<file path="config.mk">
export PLATFORM = sky130hd
export DESIGN_NAME = ct_rtu_entry_ptr_ctrl_96_flat
export DESIGN_NICKNAME = d
export VERILOG_FILES = /design/src/rtl/ct_rtu_entry_ptr_ctrl_96_if.sv /design/src/rtl/ct_rtu_entry_ptr_ctrl_96.sv /design/src/flat_wrapper.sv
export SDC_FILE = /design/constraint.sdc
export NUM_CORES = 1
export LEC_CHECK = 0
export CAP_MARGIN = 20
export CORE_AREA = 2 2 128 130
export CTS_BUF_LIST = sky130_fd_sc_hd__clkbuf_8
export DETAILED_ROUTE_END_ITERATION = 7
export DIE_AREA = 0 0 130 132
export HOLD_SLACK_MARGIN = 0.08
export PLACE_DENSITY = 0.95
export SYNTH_ARGS = -nofsm -noshare
export SYNTH_HDL_FRONTEND = slang
export SYNTH_SLANG_ARGS = --single-unit
</file>
<file path="constraint.sdc">
create_clock -name forever_cpuclk -period 8.7 [get_ports forever_cpuclk]
set_input_delay 1.74 -clock forever_cpuclk [delete_from_list [all_inputs] [get_ports forever_cpuclk]]
set_output_delay 1.74 -clock forever_cpuclk [all_outputs]
set_load 0.01 [all_outputs]
</file>
<file path="src/rtl/ct_rtu_entry_ptr_ctrl_96_if.sv">
// rtl/ct_rtu_entry_ptr_ctrl_96_if.sv - create/retire/flush handshake and pointer outputs of the 96-entry pointer controller
interface ct_rtu_entry_ptr_ctrl_96_if;
    logic        x_create_vld;
    logic        x_retire_vld;
    logic        x_flush;
    logic        x_create_rdy;
    logic [95:0] x_create_ptr_expand;
    logic [6:0]  x_create_ptr;
    logic [95:0] x_retire_ptr_expand;
    logic [6:0]  x_retire_ptr;
    logic [6:0]  x_entry_cnt;
    logic        x_empty;
    logic        x_full;

    modport master (
        output x_create_vld,
        output x_retire_vld,
        output x_flush,
        input  x_create_rdy,
        input  x_create_ptr_expand,
        input  x_create_ptr,
        input  x_retire_ptr_expand,
        input  x_retire_ptr,
        input  x_entry_cnt,
        input  x_empty,
        input  x_full
    );

    modport slave (
        input  x_create_vld,
        input  x_retire_vld,
        input  x_flush,
        output x_create_rdy,
        output x_create_ptr_expand,
        output x_create_ptr,
        output x_retire_ptr_expand,
        output x_retire_ptr,
        output x_entry_cnt,
        output x_empty,
        output x_full
    );
endinterface

</file>
<file path="src/rtl/ct_rtu_entry_ptr_ctrl_96.sv">
// rtl/ct_rtu_entry_ptr_ctrl_96.sv - one-hot create/retire pointer ring with entry count for a 96-entry queue
module ct_rtu_entry_ptr_ctrl_96 (
    input  logic                           forever_cpuclk,
    input  logic                           cpurst,
    ct_rtu_entry_ptr_ctrl_96_if.slave      bus
);
    localparam logic [6:0] ENTRY_MAX = 7'd96;

    logic [95:0] create_ptr_q;
    logic [95:0] retire_ptr_q;
    logic [6:0]  entry_cnt_q;

    logic [95:0] create_ptr_d;
    logic [95:0] retire_ptr_d;
    logic [6:0]  entry_cnt_d;

    logic        empty;
    logic        full;
    logic        create_acc;
    logic        retire_acc;

    function automatic logic [6:0] onehot_to_bin(input logic [95:0] v);
        logic [6:0] b;
        b = 7'd0;
        for (int k = 0; k < 96; k++) begin
            if (v[k]) begin
                b = b | 7'(k);
            end
        end
        return b;
    endfunction

    // status comes from registered count only, so create_rdy has no input path
    assign empty      = (entry_cnt_q == 7'd0);
    assign full       = (entry_cnt_q == ENTRY_MAX);
    assign create_acc = bus.x_create_vld & ~full  & ~bus.x_flush;
    assign retire_acc = bus.x_retire_vld & ~empty & ~bus.x_flush;

    always_comb begin
        create_ptr_d = create_ptr_q;
        retire_ptr_d = retire_ptr_q;
        entry_cnt_d  = entry_cnt_q;
        if (bus.x_flush) begin
            // flush rewinds allocation to the oldest live slot
            create_ptr_d = retire_ptr_q;
            entry_cnt_d  = 7'd0;
        end else begin
            if (create_acc) begin
                create_ptr_d = {create_ptr_q[94:0], create_ptr_q[95]};
            end
            if (retire_acc) begin
                retire_ptr_d = {retire_ptr_q[94:0], retire_ptr_q[95]};
            end
            case ({create_acc, retire_acc})
                2'b10:   entry_cnt_d = entry_cnt_q + 7'd1;
                2'b01:   entry_cnt_d = entry_cnt_q - 7'd1;
                default: entry_cnt_d = entry_cnt_q;
            endcase
        end
    end

    always_ff @(posedge forever_cpuclk) begin
        if (cpurst) begin
            create_ptr_q <= 96'h1;
            retire_ptr_q <= 96'h1;
            entry_cnt_q  <= 7'd0;
        end else begin
            create_ptr_q <= create_ptr_d;
            retire_ptr_q <= retire_ptr_d;
            entry_cnt_q  <= entry_cnt_d;
        end
    end

    assign bus.x_create_rdy        = ~full;
    assign bus.x_create_ptr_expand = create_ptr_q;
    assign bus.x_retire_ptr_expand = retire_ptr_q;
    assign bus.x_create_ptr        = onehot_to_bin(create_ptr_q);
    assign bus.x_retire_ptr        = onehot_to_bin(retire_ptr_q);
    assign bus.x_entry_cnt         = entry_cnt_q;
    assign bus.x_empty             = empty;
    assign bus.x_full              = full;
endmodule

</file>
<file path="src/flat_wrapper.sv">
// flat-port wrapper written by rule: the top's interface ports become plain ports
module ct_rtu_entry_ptr_ctrl_96_flat 
  (forever_cpuclk, cpurst, bus_x_create_vld, bus_x_retire_vld, bus_x_flush, bus_x_create_rdy, bus_x_create_ptr_expand, bus_x_create_ptr, bus_x_retire_ptr_expand, bus_x_retire_ptr, bus_x_entry_cnt, bus_x_empty, bus_x_full);
  ct_rtu_entry_ptr_ctrl_96_if bus_i ();
  input  logic forever_cpuclk;
  input  logic cpurst;
  input wire logic [$bits(bus_i.x_create_vld)-1:0] bus_x_create_vld;
  input wire logic [$bits(bus_i.x_retire_vld)-1:0] bus_x_retire_vld;
  input wire logic [$bits(bus_i.x_flush)-1:0] bus_x_flush;
  output wire logic [$bits(bus_i.x_create_rdy)-1:0] bus_x_create_rdy;
  output wire logic [$bits(bus_i.x_create_ptr_expand)-1:0] bus_x_create_ptr_expand;
  output wire logic [$bits(bus_i.x_create_ptr)-1:0] bus_x_create_ptr;
  output wire logic [$bits(bus_i.x_retire_ptr_expand)-1:0] bus_x_retire_ptr_expand;
  output wire logic [$bits(bus_i.x_retire_ptr)-1:0] bus_x_retire_ptr;
  output wire logic [$bits(bus_i.x_entry_cnt)-1:0] bus_x_entry_cnt;
  output wire logic [$bits(bus_i.x_empty)-1:0] bus_x_empty;
  output wire logic [$bits(bus_i.x_full)-1:0] bus_x_full;
  assign bus_i.x_create_vld = bus_x_create_vld;
  assign bus_i.x_retire_vld = bus_x_retire_vld;
  assign bus_i.x_flush = bus_x_flush;
  assign bus_x_create_rdy = bus_i.x_create_rdy;
  assign bus_x_create_ptr_expand = bus_i.x_create_ptr_expand;
  assign bus_x_create_ptr = bus_i.x_create_ptr;
  assign bus_x_retire_ptr_expand = bus_i.x_retire_ptr_expand;
  assign bus_x_retire_ptr = bus_i.x_retire_ptr;
  assign bus_x_entry_cnt = bus_i.x_entry_cnt;
  assign bus_x_empty = bus_i.x_empty;
  assign bus_x_full = bus_i.x_full;
  ct_rtu_entry_ptr_ctrl_96 u_core (.forever_cpuclk(forever_cpuclk), .cpurst(cpurst), .bus(bus_i));
endmodule
</file>
---- Word level (Yosys, flattened, before mapping) ----
Cells that the tools add are included.
operators by class
  $add $sub $neg .......................... 2
  equality and inequality tests ........... 3
  multiplexer cells ....................... 197
  bitwise gates (word level) .............. 7
  reductions and logical operators ........ 6
operator list
  operator                                                             count
  96-bit 2-to-1 mux                                                    5
  7-bit 2-to-1 mux                                                     65
  6-bit 2-to-1 mux                                                     64
  5-bit 2-to-1 mux                                                     32
  4-bit 2-to-1 mux                                                     16
  3-bit 2-to-1 mux                                                     8
  7-bit case mux with 2 select lines                                   1
  2-bit 2-to-1 mux                                                     4
  7-bit by 1-bit adder with 7-bit output (second input constant)       1
  7-bit == test (second input constant)                                1
  7-bit logical NOT                                                    1
  7-bit by 1-bit subtractor with 7-bit output (second input constant)  1
  1-bit bitwise AND                                                    4
  2-bit nonzero test                                                   2
  1-bit NOT                                                            3
  3-bit nonzero test                                                   1
  2-bit by 1-bit == test with 1-bit output (second input constant)     1
  2-bit == test (second input constant)                                1
  1-bit 2-to-1 mux                                                     2
  2-bit AND reduction                                                  1
  2-bit OR reduction                                                   1
storage, ports and cells
  flip-flop bits (word level) ............. 199
  output and inout port bits .............. 216
  logic and storage cells ................. 218
  input bits .............................. 5

---- Logic depth before layout (Yosys ltp) ----
Gate-level depths: netlist of run 1.
  depth in word-level cells ............... 95
  gate-level depth with buffers ........... 11
  gate-level depth less buffers ........... 10

---- Worst setup path after synthesis of run 1 ----
Ideal clock, no wire load.
  path type ............................... input port to flip-flop
  from .................................... in bus_x_create_vld
  to ...................................... reg u_core.entry_cnt_q[6], in the netlist u_core.bus.x_entry_cnt[6]
  buffers on the path ..................... 1
  required time ........................... 8565 ps
  data arrival time ....................... 3791 ps
  stages on the path ...................... 11
  library setup time ...................... 135 ps
  slack ................................... 4773 ps
  path through ............................ buf_2 -> inv_1 -> a31o_2 -> a32oi_1 -> inv_1 -> ha_1 -> nor2b_1 -> o31ai_1 -> a2111oi_0 -> mux2i_1 -> o211ai_1
between the ends
  longest elaborated chain between the ends .. 5
  elaborated cells between the ends (all ways) .. 7
  classes of those cells .................. 2 x eq/ne; 2 x mux; 2 x bitwise; 1 x reduce/logical
RTL lines
  what                                                                              line                            text
  start, declared                                                                   flat_wrapper.sv:7               input wire logic [$bits(bus_i.x_create_vld)-1:0] bus_x_create_vld;
  1-bit bitwise AND (*) (2 in a row)                                                ct_rtu_entry_ptr_ctrl_96.sv:36  assign create_acc = bus.x_create_vld & ~full & ~bus.x_flush;
  2-bit by 1-bit == test with 1-bit output / 2-bit == test (equally long branches)  ct_rtu_entry_ptr_ctrl_96.sv:54  case ({create_acc, retire_acc})
  7-bit case mux with 2 select lines                                                ct_rtu_entry_ptr_ctrl_96.sv:54
  7-bit 2-to-1 mux                                                                  ct_rtu_entry_ptr_ctrl_96.sv:43  if (bus.x_flush) begin
  end signal, assigned                                                              ct_rtu_entry_ptr_ctrl_96.sv:70  entry_cnt_q <= entry_cnt_d;
  end, declared                                                                     ct_rtu_entry_ptr_ctrl_96.sv:11  logic [6:0] entry_cnt_q;
Every way passes the cells marked *; elsewhere a longest branch is shown, timed or not. The select of a mux whose other input is x is not followed.
A chain may end at the register's enable or synchronous reset.

---- Worst setup path in the final report of run 1 ----
  from .................................... reg u_core.create_ptr_q[89], in the netlist u_core.bus.x_create_ptr_expand[89]
  to ...................................... out bus_x_create_ptr[6]
between the ends
  longest elaborated chain between the ends .. 7
RTL lines
  what                           line                            text
  start, declared                ct_rtu_entry_ptr_ctrl_96.sv:9   logic [95:0] create_ptr_q;
  start signal, assigned         ct_rtu_entry_ptr_ctrl_96.sv:68  create_ptr_q <= create_ptr_d;
  7-bit 2-to-1 mux (7 in a row)  ct_rtu_entry_ptr_ctrl_96.sv:26  if (v[k]) begin
  end, declared                  flat_wrapper.sv:12              output wire logic [$bits(bus_i.x_create_ptr)-1:0] bus_x_create_ptr;
Every way passes these cells.

==> results.yml, run 1 <==
outcome:
  outcome: "complete, but fails checks"
  violations: "design-rule violations"
cts:
  cts.clk_slew.worst_paths_ns: 0.10
  cts_made_buffers: 17
  h-tree-depth: 4
  cts-root-buf: "clkbuf_8"
  cts-resized-gates: 0
  hold_buffers: 0
  postCtsSetupRepairBufs: 0
  clk_path_buf_depth: 2
  clkSinkCount: 199
  clkLatencyLatePin_ns: 0.47
  cts_tree: "done"
final_layout:
  layout-drive-gt1-share: 0.0381
  final_nets: 1312
  final_cell_mix: "398 x nand2_1, 218 x clkdlybuf4s50_1, 199 x dfxtp_1"
  area_growth_pct: 31.0
  layout_commonest_cell: "nand2_1"
  fillers: 1211
  num_antenna_cells: 0
timing:
  holdWs_ns: 0.490
  maxSlewViolCount: 0
  min_period_ns: 4.77
  fin_skew_ns: 0.0118
  rsz0062_at_grt: "false"
  fmax_mhz: 210
  tns_ns: 0
  slew_headroom: 0.253
  hold_viol: 0
  period_share: 0.548
  setup_viol: 0
  tightest_slew_ns: 1.12
synth:
  synth_warnings: 0
  syn_area_per_cell_sq_um: 7.58
  synth_top_area_share: 0.465
  postSynthCellCount: 1130
  synth_area_sq_um: 8570
  synth_edf_count: 0
  synthesis.nets: 1141
  synthFlopType: "dfxtp_1"
  synth_area_leaders: "dfxtp_1 46%, nand2_1 17%, a21oi_1 5.9%"
  async_flop_share: 0
  seq_area_frac_synth: 0.465
  synth_largest_area_cell: "dfxtp_1"
  synthDistinctLibCells: 50
  ys_ff_latch: 199
grt:
  antenna_found_initial: 0
  gr-usage-all-layers: 0.370
  grt_max_degree: 110
  grt_pass1_vias: 8962
  grt.overflow.total: 0
  grt_pass1_wl_um: 50100
die:
  die_y_um: 132
  fp-row-count: 46
  io_pins: 221
  core_sq_um: 15700
  die-area_sq_um: 17200
  die_x_um: 130
  start_util: 0.545
pwr:
  p_int_mw: 1.22
  irDropWorstVdd_mv: 0.110
  p_sw_uw: 416
  power_density_nw_per_um2: 146
  switching_share: 0.254
  p_leak_nw: 3.85
  pwr-share-comb: 0.060
  p_clk_frac: 0.381
  p_seq_frac: 0.559
routing:
  drc: 40
  vias_per_cell: 6.54
  drtAntennaViolNets: 0
  first_pass_iters: 8
  vias: 10003
  wl_per_cell_um: 21.5
  wl_um: 32800
  drtIter0Drc: 1733
run:
  max_cap_viol_count: 0
critical_path:
  path_class: "register to output pin"
  critPathMaxFanout: 5
  crit_required_ns: 6.96
  worst-r2r-setup-slack_ns: 5.49
  cp-end-kind: "output pin"
  start_kind: "register"
  critPathArrivalTime_ns: 3.03
min_path:
  hold_path.class: "register to register"
place:
  routabilityCongestion: 0.980
  io_buffers: 220
  hpwl_um: 22700
## routing by layer
| metal | share of wire | vias up | GRT usage |
|---|---|---|---|
| met5 | 0 | - | 0 |
| met2 | 0.44 | 879 | 0.565 |
| li1 | - | 4350 | - |
| met1 | 0.37 | 4606 | 0.495 |
| met3 | 0.14 | 168 | 0.0897 |
| met4 | 0.052 | 0 | 0.170 |
## cell type report
| cell class | count | area, sq um | share of cell area |
|---|---|---|---|
| multi-input cells | 847 | 4250 | 0.379 |
| flip-flops and latches | 199 | 3980 | 0.355 |
| repair buffers | 228 | 2280 | 0.203 |
| well taps | 216 | 270 | 0.0241 |
| clock buffers | 17 | 234 | 0.0208 |
| clock inverters | 15 | 178 | 0.0158 |
| inverters | 8 | 30.0 | 0.00268 |
## synthesized netlist by cell type, types with 14 or more instances
cell / number
a21oi_1: 101
a222oi_1: 32
a31oi_1: 65
buf_2: 23
clkbuf_1: 45
dfxtp_1: 199
nand2_1: 398
nand3_1: 22
nand4_1: 14
nor2_1: 68
nor3_1: 20
nor4_1: 56
or4_1: 15
## flip-flops by register name (all words and copies together), names as in the netlist
signal	count
u_core.bus.x_retire_ptr_expand	96
u_core.bus.x_entry_cnt	7
u_core.bus.x_create_ptr_expand	96
## power by group through the flow
stage / clock network, mW / registers (mW) / logic [mW]
detailed placement: 0 / 0.938 / 0.0936
floorplan: 0 / 0.938 / 0.0689
global placement: 0 / 0.938 / 0.0929
finish: 0.624 / 0.917 / 0.0983
global route: 0.655 / 0.917 / 0.104
CTS: 0.621 / 0.917 / 0.0939
## worst max-delay path: stages, from the launching register on
cell and delay [ns]:
dfxtp_1 0.37, or4_1 0.53, nor2_1 0.18, nand3_1 0.11
nor4_1 0.53, nand3_1 0.28, clkdlybuf4s50_1 0.56
## path summary, 6_finish.rpt
path | start | end | cells past startpoint
min | u_core.bus.x_create_ptr_expand[0] | u_core.bus.x_create_ptr_expand[0] | 2
max | u_core.bus.x_create_ptr_expand[89] | bus_x_create_ptr[6] | 6
max reg2reg | u_core.bus.x_entry_cnt[0] | u_core.bus.x_entry_cnt[6] | 10
min reg2reg | u_core.bus.x_create_ptr_expand[0] | u_core.bus.x_create_ptr_expand[0] | 2
## per-stage QoR
step                      total power [mW]  cell area, sq um  std cells   util  setup WS [ns]
after CTS                             1.63             11200       1529  0.713           3.99
final                                 1.64             11200       1530  0.714           3.93
after global routing                  1.68             11200       1530  0.714           3.91
after floorplan                       1.01              8570       1130      -           4.77
after detailed placement              1.03             10800       1497  0.686           3.88
after global placement                1.03             10800       1497  0.686           3.86
## cell families after synthesis
family / Yosys count / synth area share
DFF: 199 / 0.465
xor gates and xnor gates: 3 / 0.00307
and+or+nand+nor: 611 / 0.308
AOI/OAI and AO/OA: 226 / 0.171
muxes: 1 / 0.00117
adders and majority gates: 6 / 0.00964
buffers and inverters: 84 / 0.0428
Note: power is estimated with default switching activity, not from simulation.
==> run 2: changes to the inputs <==
--- a/config.mk
+++ b/config.mk
@@ -6,12 +6,12 @@
 export NUM_CORES = 1
 export LEC_CHECK = 0
 export CAP_MARGIN = 20
-export CORE_AREA = 2 2 128 130
+export CORE_AREA = 2 2 140 142
 export CTS_BUF_LIST = sky130_fd_sc_hd__clkbuf_8
 export DETAILED_ROUTE_END_ITERATION = 7
-export DIE_AREA = 0 0 130 132
+export DIE_AREA = 0 0 142 144
 export HOLD_SLACK_MARGIN = 0.08
-export PLACE_DENSITY = 0.95
+export PLACE_DENSITY = 0.88
 export SYNTH_ARGS = -nofsm -noshare
 export SYNTH_HDL_FRONTEND = slang
 export SYNTH_SLANG_ARGS = --single-unit
==> constraint.sdc (replaced) <==
create_clock -name forever_cpuclk -period 3.9 [get_ports forever_cpuclk]
set_input_delay 0.78 -clock forever_cpuclk [delete_from_list [all_inputs] [get_ports forever_cpuclk]]
set_output_delay 0.78 -clock forever_cpuclk [all_outputs]
set_load 0.01 [all_outputs]
==> run 2 against run 1 <==
The flow still finishes with violations (design-rule violations); sequential power grew 120%; critical path type unchanged; flip-flop and latch count is the same; non-clock buffer count grew 3; largest power group unchanged; register-to-register slack lost 4.8 ns; sequential share of layout area shrank 0.087 points; hold slack lost 0.0097 ns.
==> results.yml, run 2 (synthesis gave the netlist of run 1 again) <==
outcome:
  outcome: "complete, but fails checks"
  violations: "design-rule violations"
critical_path:
  path_class: "register to output pin"
  cp-end-kind: "output pin"
  reg2reg_depth: 10
  crit_required_ns: 3.12
  start_kind: "register"
  critPathMaxFanout: 5
  critPathArrivalTime_ns: 2.98
routing:
  drtAntennaViolNets: 0
  drtIter0Drc: 1942
  wl_per_cell_um: 21.8
  drc: 19
  first_pass_iters: 8
  wl_um: 33900
  vias: 9840
  vias_per_cell: 6.33
timing:
  period_share: 0.965
  fmax_mhz: 266
  holdWs_ns: 0.481
  slew_headroom: 0.294
  min_period_ns: 3.76
  tightest_slew_ns: 1.06
  maxSlewViolCount: 0
  rsz0062_at_grt: "false"
  fin_skew_ns: 0.0145
  hold_viol: 0
  layout_setup_ws_ns: 0.136
  setup_viol: 0
  tns_ns: 0
place:
  dpl-instance-area_sq_um: 10900
  hpwl_um: 24000
  routabilityCongestion: 0.971
  io_buffers: 220
  pre_cts_ws_ns: 0.235
pwr:
  pwr-share-comb: 0.063
  p_leak_nw: 3.84
  p_sw_uw: 967
  p_clk_frac: 0.361
  switching_share: 0.272
  p_seq_frac: 0.576
  p_int_mw: 2.58
  power_density_nw_per_um2: 316
  irDropWorstVdd_mv: 0.208
cts:
  clkSinkCount: 199
  cts.clk_slew.worst_paths_ns: 0.10
  hold_buffers: 0
  cts_made_buffers: 17
  postCtsSetupRepairBufs: 0
  clk_path_buf_depth: 2
  h-tree-depth: 4
  cts-root-buf: "clkbuf_8"
  cts_tree: "done"
  clkLatencyLatePin_ns: 0.49
  cts-resized-gates: 0
die:
  fp-row-count: 51
  start_util: 0.449
  io_pins: 221
  die_y_um: 144
  die_x_um: 142
  core_sq_um: 19100
  die-area_sq_um: 20400
final_layout:
  num_antenna_cells: 0
  utilization: 0.590
  layout_commonest_cell: "nand2_1"
  final_nets: 1315
  final_cell_mix: "398 x nand2_1, 218 x clkdlybuf4s50_1, 199 x dfxtp_1"
  final_area_sq_um: 11300
  area_growth_pct: 31.3
  layout-drive-gt1-share: 0.0410
grt:
  grt_pass1_vias: 8690
  grt.overflow.total: 0
  antenna_found_initial: 0
  grt_pass1_wl_um: 51300
  gr-usage-all-layers: 0.323
  grt_max_degree: 99
run:
  max_cap_viol_count: 0
min_path:
  hold_path.class: "register to register"
  hold_path_depth: 2
-- run 2: layout make-up --
type | instances | area (sq um)
sequential | 199 | 3980
multi-input combinational | 847 | 4250
inverter | 8 | 30.0
tap | 238 | 298
clock buffer | 19 | 262
timing repair buffer | 231 | 2320
clock inverter | 13 | 110
fill | 1687 | 7830
-- run 2: worst paths after layout --
path | start | endpoint | slack, ns
hold / removal | u_core.bus.x_create_ptr_expand[0] | u_core.bus.x_create_ptr_expand[0] | 0.48
setup / recovery | u_core.bus.x_create_ptr_expand[89] | bus_x_create_ptr[3] | 0.14
hold reg to reg | u_core.bus.x_create_ptr_expand[0] | u_core.bus.x_create_ptr_expand[0] | 0.48
setup reg to reg | u_core.bus.x_entry_cnt[0] | u_core.bus.x_entry_cnt[6] | 0.71
-- run 2: power groups by stage --
| stage | logic (mW) | clock network, mW | registers (mW) |
|---|---|---|---|
| 2_1_floorplan | 0.154 | 0 | 2.09 |
| 3_3_place_gp | 0.217 | 0 | 2.09 |
| 3_5_place_dp | 0.218 | 0 | 2.09 |
| 4_1_cts | 0.219 | 1.27 | 2.05 |
| 5_1_grt | 0.239 | 1.36 | 2.05 |
| 6_report | 0.223 | 1.28 | 2.05 |
-- run 2: stage by stage --
| stage | power (mW) | cells |
|---|---|---|
| floorplan | 2.25 | 1130 |
| global placement | 2.31 | 1523 |
| detailed placement | 2.31 | 1523 |
| CTS | 3.54 | 1555 |
| global route | 3.65 | 1555 |
| finish | 3.55 | 1555 |
-- run 2: routing by layer --
metal	global-route usage	wire, um	part of all wire	up-vias
met5	0	0	0	-
met4	0.126	1220	0.036	0
met3	0.0702	4280	0.13	110
met2	0.498	15300	0.45	789
met1	0.445	13100	0.39	4587
li1	-	-	-	4354
-- run 2: worst max-delay path, cell delays in order (launching register included) --
cell	delay, ns
dfxtp_1	0.39
or4_1	0.53
nor2_1	0.18
or4b_1	0.46
nor3_1	0.20
nand4_1	0.20
clkdlybuf4s50_1	0.55
